$ cat src/rtl/best_weights_store_if.sv
// Bus bundle for best_weights_store: capture burst inputs, readout
// valid/ready stream and status outputs.
interface best_weights_store_if #(
    parameter int ELEMENT_WIDTH = 32,
    parameter int Extra         = 2,
    parameter int Num_Unknowns  = 2
);
    localparam int IW = (Num_Unknowns > 1) ? $clog2(Num_Unknowns) : 1;

    logic                           write_en;
    logic [ELEMENT_WIDTH-1:0]       weight_in;
    logic [ELEMENT_WIDTH+Extra-1:0] best_error_in;
    logic                           train_done;
    logic [ELEMENT_WIDTH-1:0]       rd_data;
    logic [IW-1:0]                  rd_index;
    logic                           rd_valid;
    logic                           rd_ready;
    logic                           rd_last;
    logic                           rd_done;
    logic                           rd_empty;
    logic [ELEMENT_WIDTH+Extra-1:0] best_error_out;
    logic                           have_result;
    logic                           abort_pulse;

    modport master (
        output write_en, weight_in, best_error_in, train_done, rd_ready,
        input  rd_data, rd_index, rd_valid, rd_last, rd_done, rd_empty,
               best_error_out, have_result, abort_pulse
    );

    modport slave (
        input  write_en, weight_in, best_error_in, train_done, rd_ready,
        output rd_data, rd_index, rd_valid, rd_last, rd_done, rd_empty,
               best_error_out, have_result, abort_pulse
    );
endinterface

$ cat src/rtl/best_weights_store.sv
// Ping-pong store for the best weight set. Captures Num_Unknowns-word
// bursts into the inactive bank and streams the committed bank to the
// host; a capture completing during readout is swapped in afterwards.
module best_weights_store #(
    parameter int ELEMENT_WIDTH = 32,
    parameter int Extra         = 2,
    parameter int Num_Unknowns  = 2
) (
    input  logic                clk,
    input  logic                rst,
    best_weights_store_if.slave bus
);
    localparam int IW = (Num_Unknowns > 1) ? $clog2(Num_Unknowns) : 1;
    localparam int EW = ELEMENT_WIDTH + Extra;
    localparam logic [IW-1:0] LAST_IDX = IW'(Num_Unknowns - 1);

    typedef enum logic {IDLE, READ} state_t;

    state_t state, state_n;

    logic [ELEMENT_WIDTH-1:0] bank [2][Num_Unknowns];
    logic [EW-1:0]            errbank [2];

    logic [IW-1:0]            wcnt;
    logic                     wbank;
    logic                     commit;
    logic                     accept;
    logic                     read_end;

    logic                     rd_bank, rd_bank_n;
    logic                     swap_pending, swap_pending_n;
    logic                     have_result, have_result_n;
    logic [IW-1:0]            ridx, ridx_n;
    logic                     rd_valid_q, rd_valid_n;
    logic                     rd_done_q, rd_done_n;
    logic                     rd_empty_q, rd_empty_n;
    logic                     abort_q, abort_n;
    logic [ELEMENT_WIDTH-1:0] rd_data_q, rd_data_n;
    logic [EW-1:0]            err_q, err_n;

    assign wbank    = ~rd_bank;
    assign commit   = bus.write_en && (wcnt == LAST_IDX);
    assign accept   = (state == READ) && bus.rd_ready;
    assign read_end = accept && (ridx == LAST_IDX);

    // Capture counter: advances per write_en cycle, wraps on commit, clears on short burst.
    always_ff @(posedge clk) begin
        if (rst) begin
            wcnt <= '0;
        end else if (bus.write_en) begin
            wcnt <= commit ? '0 : wcnt + 1'b1;
        end else begin
            wcnt <= '0;
        end
    end

    // Bank storage: captures always land in the bank not being read; no reset needed.
    always_ff @(posedge clk) begin
        if (!rst && bus.write_en) begin
            bank[wbank][wcnt] <= bus.weight_in;
            if (wcnt == '0) begin
                errbank[wbank] <= bus.best_error_in;
            end
        end
    end

    // Readout FSM state register.
    always_ff @(posedge clk) begin
        if (rst) begin
            state <= IDLE;
        end else begin
            state <= state_n;
        end
    end

    // Readout FSM next-state decode.
    always_comb begin
        state_n = state;
        case (state)
            IDLE: if (bus.train_done && (have_result || commit)) state_n = READ;
            READ: if (read_end) state_n = IDLE;
            default: state_n = IDLE;
        endcase
    end

    // Next values for bank select, read index, pulses and the registered read/error words.
    always_comb begin
        rd_bank_n      = rd_bank;
        swap_pending_n = swap_pending;
        have_result_n  = have_result | commit;
        ridx_n         = ridx;
        rd_done_n      = 1'b0;
        rd_empty_n     = 1'b0;
        abort_n        = !bus.write_en && (wcnt != '0);
        case (state)
            IDLE: begin
                ridx_n = '0;
                if (commit) rd_bank_n = ~rd_bank;
                if (bus.train_done && !(have_result || commit)) rd_empty_n = 1'b1;
            end
            READ: begin
                if (commit) swap_pending_n = 1'b1;
                if (accept) ridx_n = ridx + 1'b1;
                if (read_end) begin
                    rd_done_n      = 1'b1;
                    ridx_n         = '0;
                    swap_pending_n = 1'b0;
                    // A commit on this very edge must also flip, otherwise it
                    // would be left pending with the FSM already idle.
                    if (swap_pending || commit) rd_bank_n = ~rd_bank;
                end
            end
            default: ;
        endcase

        rd_valid_n = (state_n == READ);

        // Forward weight_in when the word being fetched is written on this same edge.
        rd_data_n = rd_data_q;
        if (state_n == READ) begin
            if (bus.write_en && (rd_bank_n == wbank) && (wcnt == ridx_n)) begin
                rd_data_n = bus.weight_in;
            end else begin
                rd_data_n = bank[rd_bank_n][ridx_n];
            end
        end

        // The committed error only changes when the bank select flips.
        err_n = err_q;
        if (rd_bank_n != rd_bank) begin
            if (bus.write_en && (wcnt == '0)) begin
                err_n = bus.best_error_in;
            end else begin
                err_n = errbank[rd_bank_n];
            end
        end
    end

    // Registered control state and outputs.
    always_ff @(posedge clk) begin
        if (rst) begin
            rd_bank      <= 1'b0;
            swap_pending <= 1'b0;
            have_result  <= 1'b0;
            ridx         <= '0;
            rd_valid_q   <= 1'b0;
            rd_done_q    <= 1'b0;
            rd_empty_q   <= 1'b0;
            abort_q      <= 1'b0;
            rd_data_q    <= '0;
            err_q        <= '0;
        end else begin
            rd_bank      <= rd_bank_n;
            swap_pending <= swap_pending_n;
            have_result  <= have_result_n;
            ridx         <= ridx_n;
            rd_valid_q   <= rd_valid_n;
            rd_done_q    <= rd_done_n;
            rd_empty_q   <= rd_empty_n;
            abort_q      <= abort_n;
            rd_data_q    <= rd_data_n;
            err_q        <= err_n;
        end
    end

    assign bus.rd_data        = rd_data_q;
    assign bus.rd_index       = ridx;
    assign bus.rd_valid       = rd_valid_q;
    assign bus.rd_last        = rd_valid_q && (ridx == LAST_IDX);
    assign bus.rd_done        = rd_done_q;
    assign bus.rd_empty       = rd_empty_q;
    assign bus.best_error_out = err_q;
    assign bus.have_result    = have_result;
    assign bus.abort_pulse    = abort_q;
endmodule
$ cat src/flat_wrapper.sv
// flat-port wrapper written by rule: the top's interface ports become plain ports
module best_weights_store_flat 
#(
    parameter int ELEMENT_WIDTH = 32,
    parameter int Extra         = 2,
    parameter int Num_Unknowns  = 2
)
  (clk, rst, bus_write_en, bus_weight_in, bus_best_error_in, bus_train_done, bus_rd_ready, bus_rd_data, bus_rd_index, bus_rd_valid, bus_rd_last, bus_rd_done, bus_rd_empty, bus_best_error_out, bus_have_result, bus_abort_pulse);
  best_weights_store_if #(.ELEMENT_WIDTH(ELEMENT_WIDTH), .Extra(Extra), .Num_Unknowns(Num_Unknowns)) bus_i ();
  input  logic clk;
  input  logic rst;
  input wire logic [$bits(bus_i.write_en)-1:0] bus_write_en;
  input wire logic [$bits(bus_i.weight_in)-1:0] bus_weight_in;
  input wire logic [$bits(bus_i.best_error_in)-1:0] bus_best_error_in;
  input wire logic [$bits(bus_i.train_done)-1:0] bus_train_done;
  input wire logic [$bits(bus_i.rd_ready)-1:0] bus_rd_ready;
  output wire logic [$bits(bus_i.rd_data)-1:0] bus_rd_data;
  output wire logic [$bits(bus_i.rd_index)-1:0] bus_rd_index;
  output wire logic [$bits(bus_i.rd_valid)-1:0] bus_rd_valid;
  output wire logic [$bits(bus_i.rd_last)-1:0] bus_rd_last;
  output wire logic [$bits(bus_i.rd_done)-1:0] bus_rd_done;
  output wire logic [$bits(bus_i.rd_empty)-1:0] bus_rd_empty;
  output wire logic [$bits(bus_i.best_error_out)-1:0] bus_best_error_out;
  output wire logic [$bits(bus_i.have_result)-1:0] bus_have_result;
  output wire logic [$bits(bus_i.abort_pulse)-1:0] bus_abort_pulse;
  assign bus_i.write_en = bus_write_en;
  assign bus_i.weight_in = bus_weight_in;
  assign bus_i.best_error_in = bus_best_error_in;
  assign bus_i.train_done = bus_train_done;
  assign bus_i.rd_ready = bus_rd_ready;
  assign bus_rd_data = bus_i.rd_data;
  assign bus_rd_index = bus_i.rd_index;
  assign bus_rd_valid = bus_i.rd_valid;
  assign bus_rd_last = bus_i.rd_last;
  assign bus_rd_done = bus_i.rd_done;
  assign bus_rd_empty = bus_i.rd_empty;
  assign bus_best_error_out = bus_i.best_error_out;
  assign bus_have_result = bus_i.have_result;
  assign bus_abort_pulse = bus_i.abort_pulse;
  best_weights_store #(.ELEMENT_WIDTH(ELEMENT_WIDTH), .Extra(Extra), .Num_Unknowns(Num_Unknowns)) u_core (.clk(clk), .rst(rst), .bus(bus_i));
endmodule
$ cat config.mk
export PLATFORM = sky130hd
export DESIGN_NAME = best_weights_store_flat
export DESIGN_NICKNAME = d
export VERILOG_FILES = /design/src/rtl/best_weights_store_if.sv /design/src/rtl/best_weights_store.sv /design/src/flat_wrapper.sv
export SDC_FILE = /design/constraint.sdc
export NUM_CORES = 1
export LEC_CHECK = 0
export ABC_AREA = 1
export BUFFER_PORTS_ARGS = -buffer_cell sky130_fd_sc_hd__buf_2
export CAP_MARGIN = 0
export CORE_AREA = 2 2 219 113
export CTS_CLUSTER_DIAMETER = 100
export DETAILED_ROUTE_END_ITERATION = 12
export DIE_AREA = 0 0 221 115
export PLACE_DENSITY = 0.66
export SLEW_MARGIN = 30
export SYNTH_ARGS = -nofsm -noshare
export SYNTH_HDL_FRONTEND = slang
export SYNTH_SLANG_ARGS = --single-unit
export TNS_END_PERCENT = 100
$ cat constraint.sdc
create_clock -name clk -period 4.55 [get_ports clk]
set_input_delay 0.455 -clock clk [delete_from_list [all_inputs] [get_ports clk]]
set_output_delay 0.455 -clock clk [all_outputs]
set_load 0.005 [all_outputs]
==> impl_results.md, run 1 <==
* Residual DRC at 0
* CP Data Required Time at 5020 ps
* PortBufs at 143
* DRT antenna net count at 0
* Worst-path fanout max at 72
* Root Driver: clkbuf_16
* Drt total wl at 26100 um
* I/O pin total at 144
* Total GRT Usage at 0.200
* Hold Buf Count CTS at 0
* Max-Cap Viols at 0
* Cell area after synthesis at 10700 um2
* Die X at 221 um
* Final nets at 1180
* Cts bufs inserted at 25
* Final slew viol count at 0
* RSZ-0062 raised after global routing: no
* Leakage at 5.30 nW
* Top cell type's share of synthesized area at 0.550
* Final Wtd Congestion at 0.739
* Run status: finished, final reports clean
* Pwr dens at 421 nW/um2
* Final Hold Vio Count at 0
* H-tree Lvls at 1
* Clock skew at 7.61 ps
* WL/cell at 18.1 um
* Peak supply drop at 0.000228 V
* Largest net degree at the start of global routing at 73
* Final Setup Violations at 0
* Vias per cell at 5.23
* Synthesized area per cell at 10.8 um2
* Post-DP HPWL at 14800 um
* Startpoint Class: flip-flop
* First-pass GRT wire length at 39900 um
* Vias in the first global route at 6937
* Post-cts repair resize count at 0
* Area contributors post-synth: edfxtp_1 (55%), dfxtp_1 (14%), nand3_1 (10%)
* Layout cells sized above 1 at 0.193
* Clock insertion delay at the later pin of the skew report at 520 ps
* Post-layout min period at 3090 ps
* Die area at 25400 um2
* Area delta synth->final at 16.6%
* Core area at 23600 um2
* Gate Count Post-Synth at 989
* Kind of critical path: reg -> reg
* Setup Fix Bufs, Post-CTS at 0
* Final Util at 0.529
* Yosys warnings at 0
* Distinct cells, synth at 24
* Max Clock Freq at 0.324 GHz
* Router iterations before antenna repair at 5
* DR vias at 7558
* GRT overflow at 0
* Critical Path AT at 3560 ps
* Antenna violations before repair at 3
* Placement row count at 40
* Setup_tns at 0 ps
* Least-Margin Pin Slew at 871 ps
* Nature of the critical path endpoint: flip-flop
* Clk buf depth at 3
* Relative slew slack at 0.418
* Post-synth net total at 1061
* Initial core utilization at 0.454
* Dominant cell type by area after synthesis: edfxtp_1
* DR iter-0 viols at 720
* Sinks on the clock net at 271
* CTS tree: yes
* Post-synthesis register bit count at 271
* Die H at 115 um
* Seq/Total Area, Yosys at 0.690
* Final period utilization at 0.679
* Worst-path clk slew at 70 ps
* Hold Path Class: in -> reg
-- cells by family after synthesis --
group,Yosys count,synth area share
simple gates,443,0.186
flops,271,0.690
buf+inv,147,0.0604
compound gates,127,0.0625
fa+ha+maj,1,0.00117
-- state kept, by name, indices dropped and copies added (netlist names) --
register / cells
u_core.wcnt: 1
u_core.bus.abort_pulse: 1
u_core.bus.rd_data: 32
u_core.bank: 128
u_core.bus.rd_empty: 1
u_core.bus.best_error_out: 34
u_core.errbank: 68
u_core.bus.rd_index: 1
u_core.bus.have_result: 1
u_core.state: 1
u_core.swap_pending: 1
u_core.rd_bank: 1
u_core.bus.rd_done: 1
-- cell type report --
| type | instances | area, um2 |
|---|---|---|
| fill | 2092 | 11100 |
| sequential | 271 | 7390 |
| multi-input combinational | 571 | 2710 |
| timing repair buffer | 159 | 868 |
| clock buffer | 30 | 664 |
| tap | 315 | 394 |
| inverter | 80 | 300 |
| clock inverter | 16 | 151 |
| antenna | 2 | 5.00 |
-- metrics by stage --
step | std cells | power, mW | area, um2 | hold slack (ps) | worst slack [ps]
3_3_place_gp | 1395 | 3.20 | 11600 | 471 | 1480
4_1_cts | 1441 | 5.30 | 12400 | 118 | 1460
2_1_floorplan | 989 | 3.05 | 10700 | 446 | 437
3_5_place_dp | 1395 | 3.21 | 11600 | 466 | 1350
5_1_grt | 1443 | 5.45 | 12500 | 120 | 1190
6_report | 1444 | 5.26 | 12500 | 136 | 1460
-- worst max-delay path, cell delays in order (launching register included) --
cell and delay, ps:
dfxtp_1 440, nand2_1 70, inv_1 60, ha_1 210, nand2_1 120, inv_2 70
nand2_2 90, nand2_4 580, nand2_2 60, buf_4 300, inv_1 630, nand2_1 120
nand3_1 140, nand2_1 70, inv_1 60
-- layout by cell type (no fill, tap or decap), types with 2 or more instances in the layout --
master,Yosys,final
nand3_1,216,216
nand2_1,204,204
edfxtp_1,196,196
buf_2,22,143
dfxtp_1,75,75
inv_1,74,73
o21ai_0,64,64
a21oi_1,46,46
clkbuf_16,0,25
buf_4,12,14
o211ai_1,13,13
clkinv_1,1,7
nor2_1,9,7
inv_2,5,6
clkinv_2,0,6
nand2_2,5,5
nand2_4,3,3
clkbuf_1,28,3
bufinv_16,0,3
diode_2,0,2
nor3_2,0,2
nor2_4,0,2
nand3_2,2,2
o21ai_1,3,2
clkbuf_8,0,2
-- where the power goes --
part | total (mW) | internal (mW) | leakage (nW) | switching [mW]
Clock | 2.10 | 1.21 | 0.406 | 0.889
Sequential | 2.77 | 2.74 | 2.40 | 0.0321
Combinational | 0.389 | 0.132 | 2.49 | 0.258
Total | 5.26 | 4.08 | 5.30 | 1.18
-- final timing paths --
check        slack (ps)                            end                 start  depth (start not counted)
max                1460  u_core.bus.best_error_out[23]          u_core.state                         14
min                 140           u_core.errbank[0][5]  bus_best_error_in[5]                          1
max reg2reg        1460  u_core.bus.best_error_out[23]          u_core.state                         14
min reg2reg         480            u_core.swap_pending   u_core.swap_pending                          2
-- synthesized netlist by cell type --
cell type    n
a21oi_1     46
a31oi_1      1
buf_1        2
buf_2       22
buf_4       12
buf_6        3
clkbuf_1    28
clkinv_1     1
dfxtp_1     75
edfxtp_1   196
ha_1         1
inv_1       74
inv_2        5
nand2_1    204
nand2_2      5
nand2_4      3
nand3_1    216
nand3_2      2
nand4_1      1
nor2_1       9
nor3_1       3
o211ai_1    13
o21ai_0     64
o21ai_1      3
-- per-layer routing --
metal / global-route usage / wire length (um)
met5: 0 / 8
met4: 0.0349 / 343
met3: 0.0501 / 1920
met2: 0.295 / 11100
met1: 0.303 / 12800
Power figures use the tool's default switching activity.
==> run 2, diff against run 1 <==
clock period = 3.21 ns   (was 4.55 ns; I/O delays follow)
==> run 2 against run 1 <==
Compared with the run above: hold slack got worse by 120 ps; clock skew rose by 5.3 ps; global-route usage is 0.36 points higher; total power increased by 39%; register-to-register slack worse by 650 ps; clock power rose by 32%; via count is 1.6% higher; combinational power increased by 53%; flip-flop and latch count did not move; final area increased by 2.9%; count of clock-buffer cells in the layout up 7; critical endpoint is now u_core.bus.best_error_out[14].
==> impl_results.md, run 2 (synthesis gave the netlist of run 1 again) <==
* Final Util at 0.545 (was 0.529)
* Hold Path Depth at 1 (unchanged)
* Post-place setup slack at 860 ps (was 1350 ps)
* Commonest non-fill, non-tap cell in the layout: nand3_1 (unchanged)
* Startpoint Class: flip-flop (unchanged)
* Vias in the first global route at 7283 (was 6937)
* Sequential Area at 7390 um2 (unchanged)
* GRT overflow at 0 (unchanged)
* Critical Path AT at 2860 ps (was 3560 ps)
* Net switching power at 1.66 mW (was 1.18 mW)
* DR iter-0 viols at 582 (was 720)
* Sw Ratio at 0.227 (was 0.224)
* Final Setup Violations at 0 (unchanged)
* Final period utilization at 0.746 (was 0.679)
* Largest net degree at the start of global routing at 69 (was 73)
* Peak supply drop at 0.000332 V (was 0.000228 V)
* Clock insertion delay at the later pin of the skew report at 520 ps (about the same)
* Total GRT Usage at 0.204 (was 0.200)
* Leakage at 5.45 nW (was 5.30 nW)
* Most frequent cells in the layout: nand3_1 (216), nand2_1 (204), edfxtp_1 (196) (unchanged)
* Clock skew at 12.9 ps (was 7.61 ps)
* CP Buf/Inv Count at 4 (was 5)
* Setup_tns at 0 ps (unchanged)
* Area of the multi-input gates at 2710 um2 (unchanged)
* Clk buf depth at 3 (unchanged)
* Placement row count at 40 (unchanged)
* Cts bufs inserted at 24 (was 25)
* DR vias at 7676 (was 7558)
* Final Hold Vio Count at 0 (unchanged)
* Least-Margin Pin Slew at 805 ps (was 871 ps)
* Run status: finished, final reports clean (unchanged)
* Relative slew slack at 0.463 (was 0.418)
* Slowest CP cell: dfxtp_1 (was inv_1)
* Largest reg by FF count: u_core.bank (unchanged)
* Vias per cell at 5.17 (was 5.23)
* Drt total wl at 26100 um (about the same)
* Nature of the critical path endpoint: flip-flop (unchanged)
* Seq pwr share at 0.538 (was 0.527)
* Die X at 221 um (unchanged)
* Pwr dens at 568 nW/um2 (was 421 nW/um2)
* Worst-path fanout max at 23 (was 72)
* Cell count of the worst reg-to-reg path at 16 (was 14)
* Die area at 25400 um2 (unchanged)
* Worst setup margin at 816 ps (was 1460 ps)
* Sinks on the clock net at 271 (unchanged)
* Crit path depth at 16 (was 14)
* Final nets at 1223 (was 1180)
* CP Data Required Time at 3680 ps (was 5020 ps)
* Worst path top cell family by delay: simple AND/OR/NAND/NOR gates (unchanged)
* Final Wtd Congestion at 0.752 (was 0.739)
* Max-Cap Viols at 0 (unchanged)
* Post-layout min period at 2390 ps (was 3090 ps)
* Die H at 115 um (unchanged)
* Layout cells sized above 1 at 0.189 (was 0.193)
* H-tree Lvls at 1 (unchanged)
* Slowest stage delay, CP at 420 ps (was 630 ps)
* P_int at 5.65 mW (was 4.08 mW)
* First-pass GRT wire length at 41000 um (was 39900 um)
* Clock network power share at 0.381 (was 0.399)
* Critical path cell sequence: nand2_1 > inv_1 > ha_1 > nand2_1 > inv_2 > nand2_2 > nand2_4 > nand2_2 > nand2_1 > buf_4 > nand2_1 > nand2_1 > nand2_1 > nand3_1 > nand2_1 > inv_1 (was nand2_1 > inv_1 > ha_1 > nand2_1 > inv_2 > nand2_2 > nand2_4 > nand2_2 > buf_4 > inv_1 > nand2_1 > nand3_1 > nand2_1 > inv_1)
* Residual DRC at 0 (unchanged)
* Power share of the combinational group at 0.081 (was 0.074)
* WL/cell at 17.6 um (was 18.1 um)
* Root Driver: clkbuf_16 (unchanged)
* Router iterations before antenna repair at 5 (unchanged)
* Most used cell, CP: nand2_1 (unchanged)
* I/O pin total at 144 (unchanged)
* Antenna violations before repair at 1 (was 3)
* Worst-path clk slew at 70 ps (about the same)
* Number of flip-flops in the largest register at 128 (unchanged)
* Max Clock Freq at 0.418 GHz (was 0.324 GHz)
* Layout fillers at 2081 (was 2092)
* RSZ-0062 raised after global routing: no (unchanged)
* Area delta synth->final at 20.0% (was 16.6%)
* CTS tree: yes (unchanged)
* Worst R2R Setup Slack at 820 ps (was 1460 ps)
* Hold Path Class: in -> reg (unchanged)
* Initial core utilization at 0.454 (unchanged)
* PortBufs at 143 (unchanged)
* Core area at 23600 um2 (unchanged)
* Final slew viol count at 0 (unchanged)
* Kind of critical path: reg -> reg (unchanged)
* DRT antenna net count at 0 (unchanged)
* Post-DP HPWL at 14700 um (was 14800 um)
[run 2: cell count changes in the layout (fill, tap and decap cells not counted), sizes merged]
| cell | change |
|---|---|
| dlygate4sd3 | +39 |
| bufinv | -3 |
| clkbuf | +7 |
| buf | +5 |
| clkinv | -6 |
| inv | -1 |
[run 2: path summary, 6_finish.rpt]
path                                                       to                 from
worst max-delay path            u_core.bus.best_error_out[14]         u_core.state
worst min-delay path                       u_core.bank[1][39]     bus_weight_in[7]
worst max register to register  u_core.bus.best_error_out[14]         u_core.state
worst min register to register            u_core.swap_pending  u_core.swap_pending
[run 2: power by group through the flow]
| stage | clock network, mW | logic (mW) | registers, mW |
|---|---|---|---|
| detailed placement | 0 | 0.559 | 4.00 |
| finish | 2.78 | 0.594 | 3.93 |
| global route | 2.99 | 0.671 | 3.94 |
| floorplan | 0 | 0.312 | 4.00 |
| global placement | 0 | 0.547 | 4.00 |
| CTS | 2.84 | 0.599 | 3.93 |
[run 2: cell type report]
type | instances | area share
flip-flops and latches | 271 | 0.575
multi-input cells | 571 | 0.211
repair buffers | 203 | 0.101
clock buffers | 37 | 0.0561
well taps | 315 | 0.0307
inverters | 80 | 0.0234
clock inverters | 6 | 0.00234
diodes | 2 | 0.000390
[run 2: what timing repair did]
| action | CTS | global route |
|---|---|---|
| resized for setup | 0 | 0 |
| endpoints found under the hold margin | 78 | 4 |
| hold buffers | 36 | 3 |
| buffers inserted | 0 | 0 |
[run 2: metal layers]
metal / GRT usage / up-vias / wire (um)
li1: - / 3750 / -
met1: 0.300 / 3678 / 12600
met2: 0.316 / 216 / 11500
met3: 0.0427 / 32 / 1670
met4: 0.0367 / 0 / 368
met5: 0 / - / 0
[run 2: metrics by stage]
stage | hold slack, ps | cells | instance area, um2 | total power [mW]
after floorplan | 398 | 989 | 10700 | 4.32
after global placement | 465 | 1401 | 11700 | 4.55
after detailed placement | 472 | 1401 | 11700 | 4.56
after CTS | 0.0641 | 1480 | 12800 | 7.36
after global routing | 3.62 | 1484 | 12800 | 7.60
final | 18.9 | 1485 | 12800 | 7.30
[run 2: worst register-to-register path, cell delays in order (launching register included)]
cell	delay (ps)
dfxtp_1	420
nand2_1	70
inv_1	60
ha_1	220
nand2_1	130
inv_2	70
nand2_2	90
nand2_4	110
nand2_2	60
nand2_1	310
buf_4	360
nand2_1	110
nand2_1	80
nand2_1	60
nand3_1	90
nand2_1	60
inv_1	50
